`src/rtl/pc_gen_if.sv`:
```
// pc_gen_if: fetch request handshake and redirect strobes between pc_gen and its neighbours.
// master = pc_gen (drives the fetch request), slave = fetch/decode/execute side.
interface pc_gen_if #(
  parameter int unsigned XLEN = 32
);
  logic            stall;
  logic            br_valid;
  logic [XLEN-1:0] br_pc;
  logic            trap_valid;
  logic [XLEN-1:0] trap_pc;
  logic            req_ready;
  logic            req_valid;
  logic [XLEN-1:0] req_pc;
  logic [XLEN-1:0] pc_nxt;
  logic            misalign_fault;

  modport master (
    input  stall, br_valid, br_pc, trap_valid, trap_pc, req_ready,
    output req_valid, req_pc, pc_nxt, misalign_fault
  );

  modport slave (
    output stall, br_valid, br_pc, trap_valid, trap_pc, req_ready,
    input  req_valid, req_pc, pc_nxt, misalign_fault
  );
endinterface

```
`src/rtl/pc_gen.sv`:
```
// pc_gen: program counter / fetch request generator with branch+trap redirects and a pending slot.
// Define PC_GEN_ALIGN_CHK_EN to drop misaligned redirect targets and pulse misalign_fault.
module pc_gen #(
  parameter int unsigned     XLEN      = 32,
  parameter logic [XLEN-1:0] RESET_VEC = '0,
  parameter int unsigned     INC       = 4
) (
  input logic      clk,
  input logic      rst,
  pc_gen_if.master bus
);

  typedef enum logic [1:0] {BOOT, RUN, HOLD} state_t;

  state_t          r_state, w_state_d;
  logic [XLEN-1:0] r_pc, w_pc_d;
  logic [XLEN-1:0] r_pend_pc, w_pend_pc_d;
  logic            r_pend_valid, w_pend_valid_d;
  logic            r_pend_trap, w_pend_trap_d;

  logic            w_req_valid;
  logic [XLEN-1:0] w_target;
  logic            w_misalign;
  logic            w_redir;
  logic            w_redir_trap;
  logic            w_load;
  logic [XLEN-1:0] w_load_pc;

  // Trap wins over branch when both strobe in the same cycle.
  assign w_target = bus.trap_valid ? bus.trap_pc : bus.br_pc;

`ifdef PC_GEN_ALIGN_CHK_EN
  assign w_misalign = (bus.trap_valid | bus.br_valid) && (w_target[1:0] != 2'b00)
                      && (r_state != BOOT);
`else
  assign w_misalign = 1'b0;
`endif

  assign w_redir      = (bus.trap_valid | bus.br_valid) && !w_misalign;
  assign w_redir_trap = w_redir && bus.trap_valid;

  // Target to load when the PC is allowed to move: a pending trap outranks a fresh branch.
  always_comb begin
    // NOTE: every combinational output gets a default first so no path leaves it unassigned (no latch).
    w_load    = 1'b1;
    w_load_pc = w_target;
    if (w_redir_trap) begin
      w_load_pc = w_target;
    end else if (r_pend_valid && r_pend_trap) begin
      w_load_pc = r_pend_pc;
    end else if (w_redir) begin
      w_load_pc = w_target;
    end else if (r_pend_valid) begin
      w_load_pc = r_pend_pc;
    end else begin
      w_load = 1'b0;
    end
  end

  always_comb begin
    w_state_d      = r_state;
    w_req_valid    = 1'b0;
    w_pc_d         = r_pc;
    w_pend_valid_d = r_pend_valid;
    w_pend_pc_d    = r_pend_pc;
    w_pend_trap_d  = r_pend_trap;
    unique case (r_state)
      BOOT: w_state_d = RUN;
      RUN: begin
        w_req_valid = 1'b1;
        if (bus.req_ready) begin
          w_pc_d         = w_load ? w_load_pc : r_pc + XLEN'(INC);
          w_pend_valid_d = 1'b0;
          w_pend_trap_d  = 1'b0;
          if (bus.stall) w_state_d = HOLD;
        end else if (w_redir && !(r_pend_valid && r_pend_trap && !w_redir_trap)) begin
          // Request not yet accepted: park the target until the handshake.
          w_pend_valid_d = 1'b1;
          w_pend_pc_d    = w_target;
          w_pend_trap_d  = w_redir_trap;
        end
      end
      HOLD: begin
        if (w_load) w_pc_d = w_load_pc;
        w_pend_valid_d = 1'b0;
        w_pend_trap_d  = 1'b0;
        if (!bus.stall) w_state_d = RUN;
      end
      default: w_state_d = BOOT;
    endcase
  end

  always_ff @(posedge clk or posedge rst) begin
    if (rst) begin
      r_state      <= BOOT;
      r_pc         <= RESET_VEC;
      r_pend_valid <= 1'b0;
      r_pend_pc    <= '0;
      r_pend_trap  <= 1'b0;
    end else begin
      // NOTE: sequential state uses non-blocking assignments so all registers update from pre-edge values.
      r_state      <= w_state_d;
      r_pc         <= w_pc_d;
      r_pend_valid <= w_pend_valid_d;
      r_pend_pc    <= w_pend_pc_d;
      r_pend_trap  <= w_pend_trap_d;
    end
  end

`ifdef PC_GEN_ALIGN_CHK_EN
  logic r_fault;

  always_ff @(posedge clk or posedge rst) begin
    if (rst) r_fault <= 1'b0;
    else     r_fault <= w_misalign;
  end

  assign bus.misalign_fault = r_fault;
`else
  assign bus.misalign_fault = 1'b0;
`endif

  assign bus.req_valid = w_req_valid;
  assign bus.req_pc    = r_pc;
  assign bus.pc_nxt    = r_pc + XLEN'(INC);

endmodule

```
`src/flat_wrapper.sv`:
```
// flat-port wrapper written by rule: the top's interface ports become plain ports
module pc_gen_flat 
#(
  parameter int unsigned     XLEN      = 32,
  parameter logic [XLEN-1:0] RESET_VEC = '0,
  parameter int unsigned     INC       = 4
)
  (clk, rst, bus_stall, bus_br_valid, bus_br_pc, bus_trap_valid, bus_trap_pc, bus_req_ready, bus_req_valid, bus_req_pc, bus_pc_nxt, bus_misalign_fault);
  pc_gen_if #(.XLEN(XLEN)) bus_i ();
  input logic clk;
  input logic rst;
  input wire logic [$bits(bus_i.stall)-1:0] bus_stall;
  input wire logic [$bits(bus_i.br_valid)-1:0] bus_br_valid;
  input wire logic [$bits(bus_i.br_pc)-1:0] bus_br_pc;
  input wire logic [$bits(bus_i.trap_valid)-1:0] bus_trap_valid;
  input wire logic [$bits(bus_i.trap_pc)-1:0] bus_trap_pc;
  input wire logic [$bits(bus_i.req_ready)-1:0] bus_req_ready;
  output wire logic [$bits(bus_i.req_valid)-1:0] bus_req_valid;
  output wire logic [$bits(bus_i.req_pc)-1:0] bus_req_pc;
  output wire logic [$bits(bus_i.pc_nxt)-1:0] bus_pc_nxt;
  output wire logic [$bits(bus_i.misalign_fault)-1:0] bus_misalign_fault;
  assign bus_i.stall = bus_stall;
  assign bus_i.br_valid = bus_br_valid;
  assign bus_i.br_pc = bus_br_pc;
  assign bus_i.trap_valid = bus_trap_valid;
  assign bus_i.trap_pc = bus_trap_pc;
  assign bus_i.req_ready = bus_req_ready;
  assign bus_req_valid = bus_i.req_valid;
  assign bus_req_pc = bus_i.req_pc;
  assign bus_pc_nxt = bus_i.pc_nxt;
  assign bus_misalign_fault = bus_i.misalign_fault;
  pc_gen #(.XLEN(XLEN), .RESET_VEC(RESET_VEC), .INC(INC)) u_core (.clk(clk), .rst(rst), .bus(bus_i));
endmodule
```
`config.mk`:
```
export PLATFORM = sky130hd
export DESIGN_NAME = pc_gen_flat
export DESIGN_NICKNAME = d
export VERILOG_FILES = /design/src/rtl/pc_gen_if.sv /design/src/rtl/pc_gen.sv /design/src/flat_wrapper.sv
export SDC_FILE = /design/constraint.sdc
export NUM_CORES = 1
export LEC_CHECK = 0
export ABC_CLOCK_PERIOD_IN_PS = 2270
export BUFFER_PORTS_ARGS = -buffer_cell sky130_fd_sc_hd__buf_2
export CAP_MARGIN = 30
export CORE_MARGIN = 2
export CORE_UTILIZATION = 38
export DETAILED_ROUTE_END_ITERATION = 7
export GPL_TIMING_DRIVEN = 0
export MAX_ROUTING_LAYER = met4
export PLACE_DENSITY_LB_ADDON = 0.15
export REMOVE_ABC_BUFFERS = 1
export SYNTH_ARGS = -nofsm -noshare
export SYNTH_HDL_FRONTEND = slang
export SYNTH_SLANG_ARGS = --single-unit
```
`constraint.sdc`:
```
create_clock -name clk -period 2.27 [get_ports clk]
set_clock_uncertainty 0.1 [all_clocks]
set_input_delay 0.227 -clock clk [delete_from_list [all_inputs] [get_ports clk]]
set_output_delay 0.227 -clock clk [all_outputs]
set_load 0.03 [all_outputs]
```
* Yosys cells after proc, flatten, opt, wreduce, memory -nomap -nowiden
Index checks and enable logic that the tools add are counted.
Storage, ports and cells: register bits 68, latch bits 0, RAM bits 0, ROM bits 0, input bits 70, output and inout port bits 66, logic and storage cells 51, memories kept 0
Operators by class: add/subtract/negate cells 1, $mul 0, divide/modulo/power cells 0, order comparisons 0, eq/ne operators 7, shifts and indexed selects 0, mux-type cells 24, bitwise gates (word level) 2, reductions and logical operators 12
Operators by type and width (count):
- $mux 32 | 8
- $pmux 32 s2 | 1
- $add 32x3->32 const B | 1
- $mux 1 | 9
- $reduce_and 3->1 | 3
- $mux 2 | 3
- $ne 2x2->1 const B | 3
- $pmux 2 s3 | 1
- $logic_and 1x1->1 | 4
- $pmux 1 s2 | 2
- $ne 3x2->1 const B | 1
- $eq 2x1->1 const B | 1
- $eq 2x2->1 const B | 1
- $logic_not 1->1 | 2
- $logic_not 2->1 | 1
- $ne 2x1->1 const B | 1
- $reduce_and 2->1 | 1
- $reduce_bool 2->1 | 1
- $not 1->1 | 1
- $or 1x1->1 | 1

* Longest topological paths before layout
depth after elaboration 9, mapped depth 8

* Least setup slack after synthesis
OpenSTA, ideal clock, no wires.
path type reg2out, start register u_core.r_pc[2], in the netlist u_core.bus.req_pc[2], end output port bus_pc_nxt[30], arrival time 2375 ps, required time 1943 ps, setup slack -432 ps, stages on the path, launching flop included 6, cells stage by stage dfrtp_1 ha_1 nand3_1 or4_4 nor3_4 xor2_1
Between the ends: word-level cells in the longest chain between the ends 1
Ends and longest elaborated chain:
- from (decl) | RTL line pc_gen.sv:16 | logic [XLEN-1:0] r_pc, w_pc_d;
- from (signal assigned) | RTL line pc_gen.sv:103 | r_pc <= w_pc_d;
- $add 32x3->32 | RTL line pc_gen.sv:125 | assign bus.pc_nxt = r_pc + XLEN'(INC);
- to (decl) | RTL line flat_wrapper.sv:20 | output wire logic [$bits(bus_i.pc_nxt)-1:0] bus_pc_nxt;
Every way passes these cells.

* Worst setup path in the final report
start register u_core.r_pc[15], in the netlist u_core.bus.req_pc[15], end output port bus_pc_nxt[30]
Same word-level chain as after synthesis.

==> out/metrics.csv <==
stage,metric,value,unit
run_status,status,"finished, violations left",
run_status,failed_checks,negative setup slack,
setup_path,path_class,flop to output port,
timing,grt_setup_unrepaired,yes,
synth,synthesis.area,4760,um^2
min_path,hp-class,input port to flop,
clock_tree,clkTransAtPathRegs,0.06,ns
synth,avgSynthCellArea,9.20,um^2
floorplan,fp.dieW,116,um
setup_path,r2r_cells,7,
setup_path,critPathMaxStageDelay,0.57,ns
routing,vias,4739,
clock_tree,cts.sinks,68,
setup_path,rrSetupSlack,0.06,ns
routing,routed_via_density,5.45,
setup_path,cp_top_family,simple AND/OR/NAND/NOR gates,
finish,final_nets,773,
synth,yosysUniqueCellTypes,61,
global_route,overflow,0,
setup_path,worstSetupStartpointType,flop,
setup_path,crit_fanout,7,
placed_design,numPortBuffers,134,
clock_tree,cts_buffer_depth,2,
finish,nFillCells,1150,
floorplan,pin_count,136,
setup_path,cpMaxStageDelayCell,or4_4,
finish,area_growth_syn_to_layout,41.3,%
timing,min_period_over_period,1.04,
routing,drt_iter0_drc,270,
routing,ant_nets,0,
job,max_cap_viol_count,0,
pwr,vdd_drop_max,668,uV
finish,final_cell_mix,"buf_2 (116), buf_4 (75), o21ai_0 (67), nand2_1 (56), dfrtp_1 (48)",
timing,fmax,0.422,GHz
synth,async_flop_share,1.00,
pwr,finalPower,9770,uW
setup_path,worstPathRequired,1.94,ns
placed_design,placed_area,5510,um^2
floorplan,row_count,40,
synth,syn_inst,517,
setup_path,r2r-end,u_core.bus.req_pc[25],
routing,firstDrtPassIters,5,
timing,fin_ws,-0.0994,ns
global_route,grt_max_degree,76,
placed_design,place_hpwl,10.1,mm
floorplan,coreArea,12100,um^2
clock_tree,clock_latency,0.34,ns
clock_tree,cts_made_buffers,9,
pwr,p_per_area,1450,nW/um^2
routing,drt_wl_total,15.9,mm
setup_path,r2r-start,u_core.r_state[0],
finish,design_area,6720,um^2
timing,setup_viol,7,
floorplan,die-area,13400,um^2
synth,ys_seq_area_frac,0.358,
floorplan,die_h,116,um
finish,final_common_cell,buf_2,
clock_tree,h-tree-depth,3,
timing,hold_viol,0,
finish,antenna_cells,0,
clock_tree,root_buffer,clkbuf_16,
floorplan,initial_core_util,0.393,
global_route,grt_first_pass_wirelength,24.3,mm
setup_path,crit_chain,"nand2_1, or4_4, nor3_4, xor2_1, buf_4",
pwr,leakage,0.00320,uW
synth,ys_ff_latch,68,
routing,drcViolationCount,0,
placed_design,dp_slack,-1.08,ns
routing,routedWlPerCell,18.3,um
synth,yosys_warnings,0,
global_route,antenna_found_initial,0,
setup_path,arrival,2.04,ns
placed_design,gp_congestion,0.819,
setup_path,crit_start,u_core.bus.req_pc[15],
setup_path,path_buf_inv,1,
timing,worst_pin_slew,0.997,ns
timing,drv_slew,0,
timing,period_needed,2.37,ns
clock_tree,cts_tree,yes,
synth,synth_edf_count,0,
synth,ys.flop_type,dfrtp_1,
finish,final_util,0.555,
setup_path,timing.critical_path.to,bus_pc_nxt[30],
setup_path,cp.depth,5,
global_route,grt_pass1_vias,4642,
timing,relSlewSlack,0.335,
setup_path,crit_path_end_kind,output port,
global_route,grt_usage,0.241,
finish,drive_above_1_share,0.446,
[cells in the mapped netlist, drive strengths merged, types with 6 or more instances]
library cell  count  area, um^2
nand3            18         108
xnor2            18         158
nor3              8        51.3
nand2            59         229
nand2b           12        75.1
nand4            11        83.8
a21oi            10        50.1
clkbuf           18        75.1
nor2             16        65.1
mux2             21         236
dfrtp            68        1700
o211ai           13        97.6
buf              23         158
and4              6        55.1
a21boi            9        67.6
mux2i            42         420
inv               7        26.3
nor4              9        86.3
o21ai            68         340
o311ai           10        87.6
xor2             10        87.6
and3              8        52.6
[per-stage QoR]
stage / std cells / hold slack (ns) / TNS, ns
after floorplan: 476 / 0.260 / -31.81
after global placement: 778 / 0.358 / -159.13
after detailed placement: 782 / 0.192 / -28.73
after CTS: 841 / 0.0900 / -0.361
after global routing: 870 / 0.106 / -1.02
final: 870 / 0.0899 / -0.339
[layout make-up]
type                    instances  area (um^2)  share of cell area
clock buffers                  13          260              0.0387
clock inverters                 2         10.0             0.00149
inverters                       7         32.5             0.00484
multi-input cells             403         3080               0.458
flip-flops and latches         68         1730               0.257
well taps                     168          210              0.0313
repair buffers                208         1400               0.207
repair inverters                1         7.51             0.00112
[flip-flops by register name, summed over array words and instances, names as in the netlist]
register             count
u_core.r_pend_valid      1
u_core.r_state           2
u_core.bus.req_pc       32
u_core.r_pend_trap       1
u_core.r_pend_pc        32
[tightest hold or removal path, stage by stage]
cell     delay [ns]
buf_2          0.09
mux2i_1        0.05
o21ai_0        0.12
[how the worst min path moves through the flow]
stage	from	to	slack [ns]	cells after the start
floorplan	bus_trap_valid	u_core.r_pend_trap	0.26	2
global placement	u_core.r_pend_pc[7]	u_core.r_pend_pc[7]	0.36	2
detailed placement	rst	u_core.r_pend_pc[17]	0.19	2
CTS	bus_trap_pc[31]	u_core.r_pend_pc[31]	0.09	3
global route	bus_trap_pc[31]	u_core.r_pend_pc[31]	0.11	3
finish	bus_br_pc[12]	u_core.r_pend_pc[12]	0.09	3
[cells by family (layout without fill, tap and decap cells)]
logic type	Yosys count	after routing	synth area share
simple gates	163	165	0.195
compound gates	141	141	0.189
mux	63	63	0.138
fa+ha+maj	5	5	0.0131
xor+xnor	28	28	0.0515
buf+inv	48	231	0.0544
other cells	1	1	0.000788
flops	68	68	0.358
[routing by layer]
layer	track usage	routed length, um	vias up
met3	0.0471	856	20
li1	-	-	2280
met2	0.405	8060	154
met1	0.299	6800	2285
met5	-	0	-
met4	0.0603	195	0
[power by group]
| group | leakage, uW | switching (uW) | total [uW] | internal [uW] |
|---|---|---|---|---|
| Combinational | 0.00225 | 3640 | 6070 | 2430 |
| Sequential | 0.000818 | 545 | 2390 | 1850 |
| Clock | 0.000135 | 519 | 1310 | 790 |
| Total | 0.00320 | 4700 | 9770 | 5070 |
[what timing repair did]
item / CTS / global route
endpoints found under the setup margin: 53 / 50
setup buffers: 42 / 28
endpoints found under the hold margin: 34 / 0
resized for setup: 62 / 45
pin swaps: 15 / 22
gates cloned: 1 / 2
hold buffers: 1 / 0
No activity file was read; power rests on OpenSTA's default activity.
